<file path="config.mk">
export PLATFORM = sky130hd
export DESIGN_NAME = rto_fifo_arbiter
export DESIGN_NICKNAME = d
export VERILOG_FILES = /design/src/rtl/rto_arb_pkg.sv /design/src/rtl/rr_arbiter_core.sv /design/src/rtl/rto_fifo_arbiter.sv
export SDC_FILE = /design/constraint.sdc
export NUM_CORES = 1
export LEC_CHECK = 0
export ABC_CLOCK_PERIOD_IN_PS = 2250
export CAP_MARGIN = 20
export CORE_AREA = 2 2 256 258
export DETAILED_ROUTE_END_ITERATION = 7
export DIE_AREA = 0 0 258 260
export HOLD_SLACK_MARGIN = 0.1
export PLACE_DENSITY = 0.39
export SLEW_MARGIN = 20
export SYNTH_ARGS = -nofsm -noshare
export SYNTH_HDL_FRONTEND = slang
export SYNTH_SLANG_ARGS = --single-unit
export TNS_END_PERCENT = 10
</file>
<file path="constraint.sdc">
create_clock -name s_axi_aclk -period 2.25 [get_ports s_axi_aclk]
set_clock_uncertainty 0.15 [all_clocks]
set_input_delay 0.225 -clock s_axi_aclk [delete_from_list [all_inputs] [get_ports s_axi_aclk]]
set_output_delay 0.225 -clock s_axi_aclk [all_outputs]
set_load 0.01 [all_outputs]
</file>
<file path="src/rtl/rto_arb_pkg.sv">
// Shared types and helpers for the RTO FIFO write-port arbiter.
// Holds the arbiter state encoding, the timestamp field width and the
// round-robin search function used by rr_arbiter_core.
package rto_arb_pkg;

  typedef enum logic [1:0] {
    IDLE  = 2'd0,
    GRANT = 2'd1,
    FLUSH = 2'd2
  } arb_state_t;

  localparam int TS_WIDTH = 64;
  localparam int MAX_REQ  = 8;

  // First set bit of valid, searching upward from ptr and wrapping at n.
  // Only indices below n are ever visited, so a non-power-of-two n can
  // never yield an out-of-range winner. Returns ptr when nothing is valid.
  function automatic int unsigned rr_pick(input logic [MAX_REQ-1:0] valid,
                                          input int unsigned        ptr,
                                          input int unsigned        n);
    int unsigned idx;
    int unsigned win;
    logic        found;
    found = 1'b0;
    win   = ptr;
    for (int unsigned i = 0; i < MAX_REQ; i++) begin
      idx = ptr + i;
      if (idx >= n) idx = idx - n;
      if (!found && (i < n) && valid[idx[2:0]]) begin
        found = 1'b1;
        win   = idx;
      end
    end
    return win;
  endfunction

endpackage

</file>
<file path="src/rtl/rr_arbiter_core.sv">
// Round-robin search plus the rotating priority pointer. Generic enough to
// be dropped into any shared-port controller: the owner tells it when a
// grant finishes (adv_i with the finished index) or when to restart from 0.
module rr_arbiter_core
  import rto_arb_pkg::*;
#(
  parameter int NUM_REQ = 4
) (
  input  logic                       clk,
  input  logic                       rst_n,
  input  logic [NUM_REQ-1:0]         valid_i,
  input  logic                       adv_i,
  input  logic [$clog2(NUM_REQ)-1:0] adv_idx_i,
  input  logic                       clr_i,
  output logic [$clog2(NUM_REQ)-1:0] winner_o,
  output logic                       any_valid_o,
  output logic [$clog2(NUM_REQ)-1:0] ptr_o
);

  localparam int IDX_W = $clog2(NUM_REQ);

  logic [IDX_W-1:0]   ptr_q;
  logic [IDX_W-1:0]   ptr_d;
  logic [MAX_REQ-1:0] valid_ext;

  // Winner search over the zero-extended request vector.
  always_comb begin
    valid_ext                = '0;
    valid_ext[NUM_REQ-1:0]   = valid_i;
    winner_o                 = IDX_W'(rr_pick(valid_ext, int'(ptr_q), NUM_REQ));
    any_valid_o              = |valid_i;
  end

  // Next pointer: clear wins, otherwise step past the finished grant.
  always_comb begin
    ptr_d = ptr_q;
    if (clr_i) begin
      ptr_d = '0;
    end else if (adv_i) begin
      ptr_d = (adv_idx_i == IDX_W'(NUM_REQ - 1)) ? '0 : adv_idx_i + IDX_W'(1);
    end
  end

  // Pointer register.
  always_ff @(posedge clk or negedge rst_n) begin
    if (!rst_n) ptr_q <= '0;
    else        ptr_q <= ptr_d;
  end

  assign ptr_o = ptr_q;

endmodule

</file>
<file path="src/rtl/rto_fifo_arbiter.sv">
// Shares the RTO_Core FIFO write port between NUM_REQ timed-event producers
// with round-robin burst grants, so a producer's same-timestamp group lands
// contiguously. fifo_din/fifo_write are combinational from the granted
// requester so a write reaches RTO_Core in the accepting cycle.
// Optional build macro RTO_ORDER_CHECK_EN: drops entries whose timestamp
// goes backwards and flags them in a sticky order_error.
//
// state | meaning
// IDLE  | no grant; one arbitration cycle picks the next requester
// GRANT | grant_id owns the write port for up to MAX_BURST beats
// FLUSH | flush held high; everything quiet, pointer and order state cleared
module rto_fifo_arbiter
  import rto_arb_pkg::*;
#(
  parameter int NUM_REQ    = 4,
  parameter int DATA_WIDTH = 128,
  parameter int TS_LSB     = 64,
  parameter int MAX_BURST  = 8
) (
  input  logic                          s_axi_aclk,
  input  logic                          s_axi_aresetn,
  input  logic [NUM_REQ-1:0]            req_valid,
  input  logic [NUM_REQ*DATA_WIDTH-1:0] req_data,
  output logic [NUM_REQ-1:0]            req_ready,
  input  logic                          flush,
  input  logic                          fifo_full,
  output logic                          fifo_write,
  output logic [DATA_WIDTH-1:0]         fifo_din,
  output logic [$clog2(NUM_REQ)-1:0]    grant_id,
  output logic                          busy,
  output logic                          order_error,
  output logic [$clog2(NUM_REQ)-1:0]    order_error_id
);

  localparam int IDX_W = $clog2(NUM_REQ);

  if (NUM_REQ < 2 || NUM_REQ > MAX_REQ) begin : g_bad_num_req
    $error("rto_fifo_arbiter: NUM_REQ must be 2..8");
  end
  if (MAX_BURST < 1 || MAX_BURST > 255) begin : g_bad_max_burst
    $error("rto_fifo_arbiter: MAX_BURST must be 1..255");
  end
  if (TS_LSB + TS_WIDTH > DATA_WIDTH) begin : g_bad_ts_lsb
    $error("rto_fifo_arbiter: timestamp field exceeds entry width");
  end

  arb_state_t       state_q;
  logic [IDX_W-1:0] grant_q;
  logic [7:0]       beat_q;

  logic [DATA_WIDTH-1:0] sel_data;
  logic                  sel_valid;
  logic                  in_grant;
  logic                  handshake;
  logic                  last_beat;
  logic                  ts_ok;
  logic                  rr_adv;
  logic                  rr_clr;
  logic [IDX_W-1:0]      rr_winner;
  logic                  rr_any;
  logic [IDX_W-1:0]      rr_ptr;

  // Mux out the granted requester's valid and entry.
  always_comb begin
    sel_data  = '0;
    sel_valid = 1'b0;
    for (int i = 0; i < NUM_REQ; i++) begin
      if (grant_q == IDX_W'(i)) begin
        sel_data  = req_data[i*DATA_WIDTH +: DATA_WIDTH];
        sel_valid = req_valid[i];
      end
    end
  end

  // Handshake, burst exit and port outputs; flush masks everything.
  always_comb begin
    in_grant   = (state_q == GRANT);
    handshake  = in_grant & sel_valid & ~fifo_full & ~flush;
    last_beat  = (beat_q == 8'(MAX_BURST - 1));
    fifo_write = handshake & ts_ok;
    fifo_din   = in_grant ? sel_data : '0;
    req_ready  = '0;
    for (int i = 0; i < NUM_REQ; i++) begin
      if (in_grant && grant_q == IDX_W'(i)) req_ready[i] = ~fifo_full & ~flush;
    end
    rr_adv     = in_grant & ~flush & (~sel_valid | (handshake & last_beat));
    rr_clr     = (state_q == FLUSH);
  end

  rr_arbiter_core #(
    .NUM_REQ (NUM_REQ)
  ) u_rr (
    .clk         (s_axi_aclk),
    .rst_n       (s_axi_aresetn),
    .valid_i     (req_valid),
    .adv_i       (rr_adv),
    .adv_idx_i   (grant_q),
    .clr_i       (rr_clr),
    .winner_o    (rr_winner),
    .any_valid_o (rr_any),
    .ptr_o       (rr_ptr)
  );

  // Arbiter FSM: grant selection, burst counting and flush handling.
  always_ff @(posedge s_axi_aclk or negedge s_axi_aresetn) begin
    if (!s_axi_aresetn) begin
      state_q <= IDLE;
      grant_q <= '0;
      beat_q  <= '0;
    end else begin
      case (state_q)
        IDLE: begin
          if (flush) begin
            state_q <= FLUSH;
          end else if (rr_any) begin
            grant_q <= rr_winner;
            beat_q  <= '0;
            state_q <= GRANT;
          end
        end
        GRANT: begin
          if (flush) begin
            state_q <= FLUSH;
          end else if (!sel_valid) begin
            state_q <= IDLE;
          end else if (handshake) begin
            beat_q <= beat_q + 8'd1;
            if (last_beat) state_q <= IDLE;
          end
        end
        FLUSH: begin
          if (!flush) state_q <= IDLE;
        end
        default: state_q <= IDLE;
      endcase
    end
  end

  assign grant_id = grant_q;
  assign busy     = (state_q != IDLE);

`ifdef RTO_ORDER_CHECK_EN
  logic [TS_WIDTH-1:0] last_ts_q;
  logic                order_err_q;
  logic [IDX_W-1:0]    order_err_id_q;
  logic [TS_WIDTH-1:0] entry_ts;

  assign entry_ts = sel_data[TS_LSB +: TS_WIDTH];
  assign ts_ok    = (entry_ts >= last_ts_q);

  // Timestamp monotonicity tracking; a backwards entry is consumed unwritten.
  always_ff @(posedge s_axi_aclk or negedge s_axi_aresetn) begin
    if (!s_axi_aresetn) begin
      last_ts_q      <= '0;
      order_err_q    <= 1'b0;
      order_err_id_q <= '0;
    end else if (state_q == FLUSH) begin
      last_ts_q   <= '0;
      order_err_q <= 1'b0;
    end else if (handshake) begin
      if (ts_ok) begin
        last_ts_q <= entry_ts;
      end else begin
        order_err_q <= 1'b1;
        if (!order_err_q) order_err_id_q <= grant_q;
      end
    end
  end

  assign order_error    = order_err_q;
  assign order_error_id = order_err_id_q;
`else
  assign ts_ok          = 1'b1;
  assign order_error    = 1'b0;
  assign order_error_id = '0;
`endif

endmodule

</file>
; After elaboration in Yosys (flattened, before gate mapping)
; Cells that the tools add are included.
; Widths: inputs -> output; s select.
[classes]
add_sub_neg = 9
bitwise_logic = 11
eq_ne = 15
magnitude_cmp = 8
n_mux = 49
reduce_logical = 19
[op_table]
columns = op, n
row1 = $mux 128, 5
row2 = $ge 32x3->1 const B, 3
row3 = $mux 8, 5
row4 = $mux 2, 14
row5 = $lt 3x4->1 const B, 4
row6 = $pmux 8 s2, 1
row7 = $mux 1, 15
row8 = $bmux 1 s3, 4
row9 = $mux 3, 4
row10 = $ne 2x2->1 const B, 6
row11 = $sub 3x3->3 const B, 3
row12 = $add 8x1->8 const B, 1
row13 = $eq 8x3->1 const B, 1
row14 = $and 1x1->1, 7
row15 = $logic_and 1x1->1, 7
row16 = $add 2x2->3 const B, 2
row17 = $eq 2x2->1 const B, 3
row18 = $pmux 2 s3, 1
row19 = $reduce_and 6->1, 1
row20 = $reduce_bool 2->1, 3
row21 = $eq 2x1->1 const B, 2
row22 = $logic_not 2->1, 2
row23 = $ne 4x3->1 const B, 1
row24 = $ne 4x4->1 const B, 1
row25 = other kinds (11), 15
[word_totals]
out_inout_bits = 139
regBits = 14
wordCells = 115

; Depth between registers and ports, before layout
[logic_depth]
word_depth = 14
depth_mapped = 10
ltp_nobuf = 6

; Hierarchy
; From an unflattened synthesis, not the netlist that was laid out.
[unflattened]
cells_unflattened = 399
hier_area_um2 = 4803.4
[modules_own_cells]
columns = module, area_per_inst_um2, instances, cells_each
row1 = rto_fifo_arbiter, 4626.9, 1, 378
row2 = rr_arbiter_core, 176.4, 1, 21

; Least setup slack after synthesis
; OpenSTA, ideal clock, no wires.
[synth_timing]
kind = reg2out
start = reg grant_q[1] (netlist: grant_id[1])
end = out fifo_din[118]
arrival_ps = 1849
path_slack_ps = 26
path_stages_with_launch = 9
t_required_ps = 1875
path_cell_list = dfrtp_1 -> inv_1 -> ha_1 -> clkbuf_1 -> clkbuf_1 -> buf_1 -> a22oi_1 -> o21ai_0 -> a22o_1
[synth_between]
elab_chain_len = 6
word_cells_on_any_way = 9
[synth_rtl]
columns = element, line
row1 = "start, declared", rto_fifo_arbiter.sv:48  ; logic [IDX_W-1:0] grant_q;
row2 = "start signal, assigned", rto_fifo_arbiter.sv:116  ; grant_q <= rr_winner;
row3 = $logic_not 2->1, rto_fifo_arbiter.sv:68  ; if (grant_q == IDX_W'(i)) begin
row4 = $mux 128 (3 in a row), rto_fifo_arbiter.sv:68
row5 = $mux 128 (*), rto_fifo_arbiter.sv:68
row6 = $mux 128 (*), rto_fifo_arbiter.sv:81  ; fifo_din = in_grant ? sel_data : '0;
row7 = "end, declared", rto_fifo_arbiter.sv:28  ; output logic [DATA_WIDTH-1:0] fifo_din,
; Mark *: on every way between the ends. The rest lies on a longest branch, timed or not.

; Worst setup path in the final report
[layout_timing]
start = reg grant_q[1] (netlist: grant_id[1])
end = out fifo_din[127]
; Same word-level chain as after synthesis.

==> impl_results.md <==
- Clock latency at the later pin of the worst-skew pair: 0.24 ns
- P_int: 0.00564 W
- Synth top cells by count: nand2_1 (142), o21ai_0 (132), a22o_1 (128)
- Row count: 93
- GRT overflow: 0
- Slew headroom: 54.1%
- Critical path cell sequence: inv_2 > ha_4 > nor2b_4 > buf_12 > buf_12 > buf_16 > buf_6 > a22oi_2 > o21ai_1 > a22o_1 > buf_6
- Pin count of the biggest net entering global routing: 49
- Synthesized cell area: 4540 µm²
- First-pass GRT wire length: 63,000 µm
- Clock share of power: 3.6%
- Setup ws final: -0.315 ns
- Synth top area share: 24.7%
- Post-Synthesis Cells: 705
- Vias in the first global route: 8,947
- Crit. End Element: primary output
- Yosys reg bits: 14
- Outcome: finished with violations
- CTS Buffer Depth: 2
- Die height: 260 µm
- Largest area contributor in the netlist: a22o_1
- Part of the power in registers: 3.2%
- Count leader, synth: nand2_1
- Final ANT Viol Nets: 0
- Max Freq: 390 MHz
- Delay-heaviest family, CP: buffers and inverters
- Yosys cell types: 44
- Final wirelength: 46,100 µm
- DRC Markers: 0
- Async set-reset flop share out of synthesis: 100%
- RSZ-0062 raised after global routing: yes
- Psw: 0.00477 W
- Final Hold Fails: 0
- CP required: 1.88 ns
- Initial DRC Count: 438
- Reg2reg end: beat_q[7]
- R2r startpoint: grant_id[0]
- Post-synthesis sequential area ratio: 7.71%
- Setup slack, reg-to-reg: -0.17 ns
- PortBufs: 655
- Die Wd: 258 µm
- EDFF count, synth: 0
- Die ar.: 67,100 µm²
- Pwr Density: 756 nW/µm²
- Crit Path Category: register to primary output
- CTS tree: built
- # IOs: 659
- GPL Wtd Cong: 0.922
- Hold Crit Class: input pin to asynchronous set/reset pin
- H-tree lvl count: 1
- CP peak stage delay: 0.38 ns
- DP Worst Slack: -0.562 ns
- CTS Sinks: 14
- Post-synth top flop: dfrtp_1
- Clock Tree Root: clkbuf_16
- Total track usage: 12.6%
- Placeable Area: 64,100 µm²
- Buf/Inv on CP: 6
- Period utilization: 114%
- Failing checks: negative setup slack
- Synth-to-Final Area Change: 203%
- Maximum VDD drop: 390 µV
- Antenna violations before repair: 10
- Top cells by area in the synthesized netlist: a22o_1 (25%), a22oi_1 (21%), o21ai_0 (15%)
- Clock Pin Slew Worst Setup and Hold Paths: 0.05 ns
- Vias/cell: 3.82
- Layout cells sized above 1: 25.9%
- DR WL/cell: 20.3 µm
- Crit. Startpoint: grant_id[1]
- Worst setup SP type: register
- Slew Viols, Final: 0
- Leak: 5.19 nW
- Min Tclk post-route: 2.57 ns
- Syn avg cell area: 6.45 µm²
- Gate power share: 93.2%
- Total number of vias: 8,696
- Nets: 1,946
- Crit Path Max Fanout: 8
- Setup violators final: 131
- Yosys warnings: 0
- Max_cap viols: 0
- WP data arrival: 2.19 ns
- Worst path slowest cell: dfrtp_1
- Reg2reg path depth: 8
- Switching share of power: 45.8%
- Slew @ Worst Pin: 0.686 ns
- Post-DP HPWL: 38,000 µm
- Total CTS buffers: 3
- Final core utilization: 21.5%
- First-pass iteration count of the detailed router: 5
- Initial core utilization: 7.09%
## worst register-to-register path: cells and delay by family (launching register included)
| kind | cells | cell delay (ns) |
|---|---|---|
| buffers and inverters | 3 | 0.47 |
| flip-flops | 1 | 0.41 |
| AND/OR/NAND/NOR | 2 | 0.68 |
| adder cells (fa/ha/maj) | 1 | 0.18 |
| AO/OA/AOI/OAI | 2 | 0.46 |
## kinds of logic (layout without fill, tap and decap cells)
family / Yosys count / in the layout / share of synthesized area [%]
DFF: 14 / 14 / 7.71
other: 1 / 5 / 0.0825
muxes: 3 / 3 / 0.661
and+or+nand+nor: 179 / 179 / 18.0
AOI/OAI and AO/OA: 410 / 410 / 64.0
adders and majority gates: 5 / 5 / 1.38
buffers and inverters: 93 / 806 / 8.09
## state kept, by name, indices dropped and copies added (netlist names)
name and flops:
beat_q 8, grant_id 2, u_rr.ptr_o 2, state_q 2
## timing repair
item | CTS | global route
gates resized for setup | 595 | 124
pin swaps | 35 | 66
endpoints found under the setup margin | 137 | 134
hold buffers | 0 | 0
endpoints found under the hold margin | 0 | 0
buffers inserted | 6 | 4
cloned | 5 | 1
## area by class of cell
cell class,count,area (µm²)
Multi-Input combinational cell,600,4270
Sequential cell,14,350
Antenna cell,2,5.00
Fill cell,7135,50300
Timing Repair Buffer,799,7990
Clock buffer,4,88.8
Inverter,3,11.3
Tap cell,855,1070
## power by group through the flow
stage,Clock (W),Sequential (W),Combinational (W)
6_report,0.000375,0.000334,0.00970
5_1_grt,0.000394,0.000342,0.0105
4_1_cts,0.000388,0.000331,0.00917
3_5_place_dp,0,0.000338,0.00760
3_3_place_gp,0,0.000336,0.00759
2_1_floorplan,0,0.000340,0.00337
## placed cells by master, fill, tap and decap left out, types with 3 or more instances in the layout
master           count
clkbuf_2             6
mux2i_1              3
clkbuf_16            4
conb_1               3
or4_1                4
buf_6               37
dfrtp_1             14
buf_4               92
buf_12              19
a22o_1             128
clkdlybuf4s50_1    522
o21ai_0              7
o211ai_1             3
nand2_1            142
ha_4                 3
buf_2               52
a22oi_2             67
and2_1               3
dlygate4sd2_1        3
o21ai_1            118
clkdlybuf4s15_2     50
a22oi_1             60
buf_16              10
buf_8                5
o21ai_2              7
o31ai_1              6
nor2b_1              6
## stage by stage
| step | TNS, ns | area, µm² | hold slack (ns) | std cells | total power (W) |
|---|---|---|---|---|---|
| global placement | -45.79 | 13100 | 0.368 | 2255 | 0.00792 |
| finish | -27.61 | 13800 | 0.249 | 2277 | 0.0104 |
| detailed placement | -48.84 | 13100 | 0.375 | 2255 | 0.00793 |
| global route | -40.00 | 13800 | 0.332 | 2276 | 0.0113 |
| CTS | -31.95 | 13500 | 0.288 | 2270 | 0.00989 |
| floorplan | 0 | 4550 | -0.221 | 707 | 0.00371 |
## metal layers
layer	wire (µm)	track usage [%]
met2	23300	23.0
met3	3720	3.48
met4	750	2.09
met5	13	0
met1	18300	14.9
## worst max path at each step
stage	slack (ns)	end	cells past startpoint
6_report	-0.32	fifo_din[127]	11
5_1_grt	-0.41	fifo_din[127]	11
4_1_cts	-0.39	fifo_din[59]	10
3_5_place_dp	-0.56	fifo_din[57]	9
3_3_place_gp	-0.58	fifo_din[57]	9
2_1_floorplan	0.03	fifo_din[118]	8
Note: power is estimated with default switching activity, not from simulation.
==> RTL edit 1 (same settings) <==
Set the parameter `MAX_BURST` to 7 (it was 8).
--- a/src/rtl/rto_fifo_arbiter.sv
+++ b/src/rtl/rto_fifo_arbiter.sv
@@ -15,7 +15,7 @@
   parameter int NUM_REQ    = 4,
   parameter int DATA_WIDTH = 128,
   parameter int TS_LSB     = 64,
-  parameter int MAX_BURST  = 8
+  parameter int MAX_BURST  = 7
 ) (
   input  logic                          s_axi_aclk,
   input  logic                          s_axi_aresetn,
Behaviour: same outputs for any inputs over 4 cycles, from zero or initial values and one cycle with s_axi_aresetn low; that may be too few to reach the edited logic, so the function may still have changed.
==> RTL edit 1 against the unedited design <==
The run still ends with negative setup slack left. Cell area up 11%. Non-clock buffer count rose by 23. Register-to-register slack got worse by 210 ps. Wire length rose by 6.3%. Sequential cell count unchanged. Total power shrank 17%. Worst setup slack lost 75 ps. Synthesized area increased by 34%. Critical path type unchanged.
==> RTL edit 1: results (changes against the unedited design) <==
* CTS Buffer Depth at 2 (unchanged)
* Fin nets at 2358 (+21%)
* DR vias at 10700 (+23%)
* Worst slew pin tran at 705 ps (+19.2 ps)
* Yosys warns at 0 (unchanged)
* HP Class: in -> async
* First-pass GRT wire length at 67200 µm (+6.6%)
* Largest net degree at the start of global routing at 69 (+41%)
* RD Place Congestion at 0.933 (+1.2%)
* DR WL met2 at 24900 µm (+6.8%)
* Routed WL per cell at 18.2 µm (-10%)
* R2r endpoint: beat_q[7]
* Critical-path top delay cell: dfrtp_1
* Fin Hold WS at 252 ps (+2.44 ps)
* Setup slack after layout at -390 ps (-75.5 ps)
* Clk_lat worst skew at between 200 and 300 ps
* Initial antenna violation count at 8 (-2)
* Met3 WL at 3310 µm (-11%)
* Gate count of the mapped netlist at 1123 (+59%)
* MaxCap Viol Count at 0 (unchanged)
* R2R cell count at 10 (+2)
* Initial DRC count at 396 (-9.6%)
* CP arrival at 2270 ps (+80 ps)
* Ys flop type: dfrtp_1
* Top cells by area, synth: a211o_1 (18%), nand2_1 (16%), a211oi_1 (16%)
* Port-buffer cells at 655 (unchanged)
* Layout cells sized above 1 at 24.2% (-1.7 points)
* Pre-CTS setup slack at -628 ps (-65.8 ps)
* Met1 wire length at 19800 µm (+8.1%)
* Violated checks: negative setup slack
* Htree depth at 1 (unchanged)
* Synth cell types at 39 (-11%)
* Async SR Flop Fraction at 100% (unchanged)
* GR Util met1 at 15.2% (+0.35 points)
* GR Layer Usage met3 at 2.64% (-0.84 points)
* Total track usage at 13.0% (+0.34 points)
* Synth top cells by count: nand2_1 (263), a21oi_1 (141), inv_1 (136), nor2_1 (134)
* Seq/Total Area, Yosys at 5.75% (-2.0 points)
* Reg-to-Reg Start: grant_id[0]
* Pre-antenna DRT Iters at 5 (unchanged)
* Flip-flop count of the largest register after layout at 8 (unchanged)
* Status: complete, but fails checks
* M2 GR Usage at 24.1% (+1.0 points)
* Top reg by flops: beat_q
* Hpwl dp at 38800 µm (+2.3%)
* Setup violators final at 139 (+6.1%)
* R2r setup slk at -380 ps (-210 ps)
* CP Max Fanout at 29 (+21)
* Root buffer cell: clkbuf_16
* Cell Area, Placed at 14600 µm² (+12%)
* Clk slew on worst S/H paths at 50 ps (about the same)
* Biggest cell delay along the critical path at 410 ps (+30 ps)
* VDD IR max at 0.242 mV (-38%)
* Setup TNS at -33390 ps (-5770 ps)
* Post-route non-filler standard cell count at 2690 (+18%)
* Pleak at 0.00671 µW (+29%)
* Max layer used: met5
[RTL edit 1: how the worst max path moves through the flow]
| stage | from | to | cells past startpoint |
|---|---|---|---|
| final | grant_id[1] | fifo_din[75] | 8 |
| after global routing | grant_id[0] | fifo_din[95] | 9 |
| after CTS | grant_id[1] | fifo_din[100] | 8 |
| after detailed placement | grant_id[0] | fifo_din[8] | 10 |
| after global placement | grant_id[0] | fifo_din[8] | 10 |
| after floorplan | grant_id[1] | fifo_din[10] | 8 |
[RTL edit 1: power by group]
part | switching [µW] | leakage, µW | internal (µW)
clock | 116 | 0.0000442 | 270
sequential | 26.4 | 0.000187 | 272
combinational | 3900 | 0.00648 | 4060
[RTL edit 1: critical path, delay by kind of cell, from the launching register on]
kind                     cells  cell delay (ps)
adder cells (fa/ha/maj)      1              190
buffers and inverters        4              770
AO/OA/AOI/OAI                3              640
flip-flops                   1              410
[RTL edit 1: cell type report]
cell class              instances  area (µm²)
multi-input cells             855        5350
flip-flops and latches         14         352
fillers                      7160       48800
repair buffers                822        7910
clock buffers                   4        88.8
diodes                          4        10.0
inverters                     136         510
well taps                     855        1070
[RTL edit 1: kinds of logic (layout without fill, tap and decap cells)]
| logic type | count (synthesis) | count (layout) | share of synthesized area (%) |
|---|---|---|---|
| and+or+nand+nor | 425 | 425 | 27.8 |
| other | 1 | 7 | 0.0615 |
| buffers and inverters | 256 | 962 | 16.4 |
| AOI/OAI and AO/OA | 421 | 421 | 48.7 |
| DFF | 14 | 14 | 5.75 |
| adders and majority gates | 6 | 6 | 1.23 |
[RTL edit 1: repair_timing]
action,CTS,global route
gates cloned,2,6
buffers inserted,6,15
pin swaps,75,55
setup endpoints to repair,144,142
resized for setup,491,205
==> RTL edit 2 (same settings) <==
Made on the original files. Compare `beat_q` against `8'(MAX_BURST - 1)` with >= in place of ==.
--- a/src/rtl/rto_fifo_arbiter.sv
+++ b/src/rtl/rto_fifo_arbiter.sv
@@ -76,7 +76,7 @@
   always_comb begin
     in_grant   = (state_q == GRANT);
     handshake  = in_grant & sel_valid & ~fifo_full & ~flush;
-    last_beat  = (beat_q == 8'(MAX_BURST - 1));
+    last_beat  = (beat_q >= 8'(MAX_BURST - 1));
     fifo_write = handshake & ts_ok;
     fifo_din   = in_grant ? sel_data : '0;
     req_ready  = '0;
Formal check against the unedited RTL: no difference found for any inputs over 4 cycles, from zero or initial values and one cycle with s_axi_aresetn low; that may be too few to reach the edited logic, so the function may still have changed.
==> RTL edit 2 against the unedited design <==
The run still ends with negative setup slack left. Synthesized cell count up 21%. Combinational power up 38%. Sequential power about the same. Final cell count up 8.8%. Non-clock buffer count up 68. Global-route usage up 0.89 points. Synthesized area up 16%. Worst setup slack worse by 69 ps. Wire length up 7.0%. Largest power group unchanged. Register-to-register slack worse by 160 ps. Cell area up 12%. Critical path depth up 1. Sequential cell count unchanged. Total power up 35%.
==> RTL edit 2: results (changes against the unedited design) <==
* Status: complete, but fails checks
* Violated checks: negative setup slack
* Htree depth at 1 (unchanged)
* Initial antenna violation count at 3 (-7)
* Pleak at 0.00663 µW (+28%)
* Setup slack after layout at -384 ps (-68.5 ps)
* Setup violators final at 135 (+3.1%)
* Total track usage at 13.5% (+0.89 points)
* First-pass GRT wire length at 68700 µm (+8.9%)
* Biggest cell delay along the critical path at 430 ps (+50 ps)
* Initial DRC count at 394 (-10%)
* CP endpoint: fifo_din[46]
* Seq/Total Area, Yosys at 6.65% (-1.1 points)
* VDD IR max at 0.347 mV (-11%)
* CP arrival at 2260 ps (+70 ps)
* Reg-to-Reg Start: grant_id[0]
* Layout cells sized above 1 at 33.6% (+7.7 points)
* Cell Area, Placed at 13900 µm² (+6.3%)
* Setup TNS at -35130 ps (-7520 ps)
* R2r setup slk at -330 ps (-160 ps)
* Critical-path top delay cell: dfrtp_2
* Pre-antenna DRT Iters at 4 (-1)
* Synth cell types at 43 (-2.3%)
* DR vias at 9915 (+14%)
* Gate count of the mapped netlist at 856 (+21%)
* Largest net degree at the start of global routing at 45 (-8.2%)
* Vias in the first global route at 10300 (+15%)
* Routed WL per cell at 19.9 µm (-1.7%)
* Top cells by area, synth: a211o_1 (21%), a221oi_1 (21%), a21oi_1 (13%)
* Filler instances at 7089 (-0.64%)
* Worst slew pin tran at 708 ps (+22.1 ps)
* Clk slew on worst S/H paths at 50 ps (about the same)
* RD Place Congestion at 0.913 (-1.0%)
* Pre-CTS setup slack at -636 ps (-74.6 ps)
* Hpwl dp at 36000 µm (-5.3%)
* DR vias/cell at 4.00 (+4.8%)
* CP Max Fanout at 8 (unchanged)
* Fin nets at 2148 (+10%)
* Placed cells at 2404 (+6.6%)
* R2R cell count at 11 (+3)
* Synth top cells by count: nand2_1 (136), a21oi_1 (133), inv_1 (131), a211o_1 (129), a221oi_1 (128)
* HP Class: in -> async
-- RTL edit 2: cell types whose count changed after synthesis, sizes merged, moves of 10 or more --
cell | unedited run | this run
o21ai | 132 | 6
a21oi | 3 | 133
a221oi | 0 | 128
nand3 | 0 | 10
a211o | 1 | 129
a22oi | 127 | 0
a22o | 128 | 0
inv | 3 | 131
clkbuf | 74 | 89
-- RTL edit 2: what timing repair did --
action                     4_1_cts  5_1_grt
pin swaps                      250       45
resized for setup              704       85
buffers inserted                46        8
cloned                          15        2
setup endpoints to repair      141      143
hold endpoints to repair         0        0
-- RTL edit 2: cell families after synthesis --
group	synth area share, %
AOI/OAI and AO/OA	58.2
adders and majority gates	1.19
buffers and inverters	17.9
DFF	6.65
muxes	0.570
other	0.0712
and+or+nand+nor	15.4
-- RTL edit 2: report_power, final --
part	leakage [µW]	total [µW]	internal [µW]	switching, µW
clock network	0.0000370	329	232	96.9
registers	0.000188	335	288	46.8
logic	0.00640	13400	7380	6040
-- RTL edit 2: cell type report --
type	count	area [µm²]	share of cell area (%)
Sequential cell	14	352	2.27
Antenna cell	1	2.50	0.0162
Timing Repair Buffer	867	8500	54.9
Inverter	131	492	3.18
Clock buffer	3	75.1	0.485
Multi-Input combinational cell	606	5000	32.3
Tap cell	855	1070	6.91
-- RTL edit 2: metal layers --
metal	GRT usage [%]	part of all wire [%]	vias up
met5	0	0.061	-
met3	2.78	7.2	36
li1	-	-	4734
met4	2.41	1.7	4
met2	25.7	52	460
met1	15.6	39	4681
-- RTL edit 2: metrics by stage --
stage                     hold slack [ps]  total power, µW
after detailed placement              377             9710
after global routing                  314            15100
after CTS                             298            13700
after floorplan                      -221             5350
after global placement                375             9740
final                                 265            14100
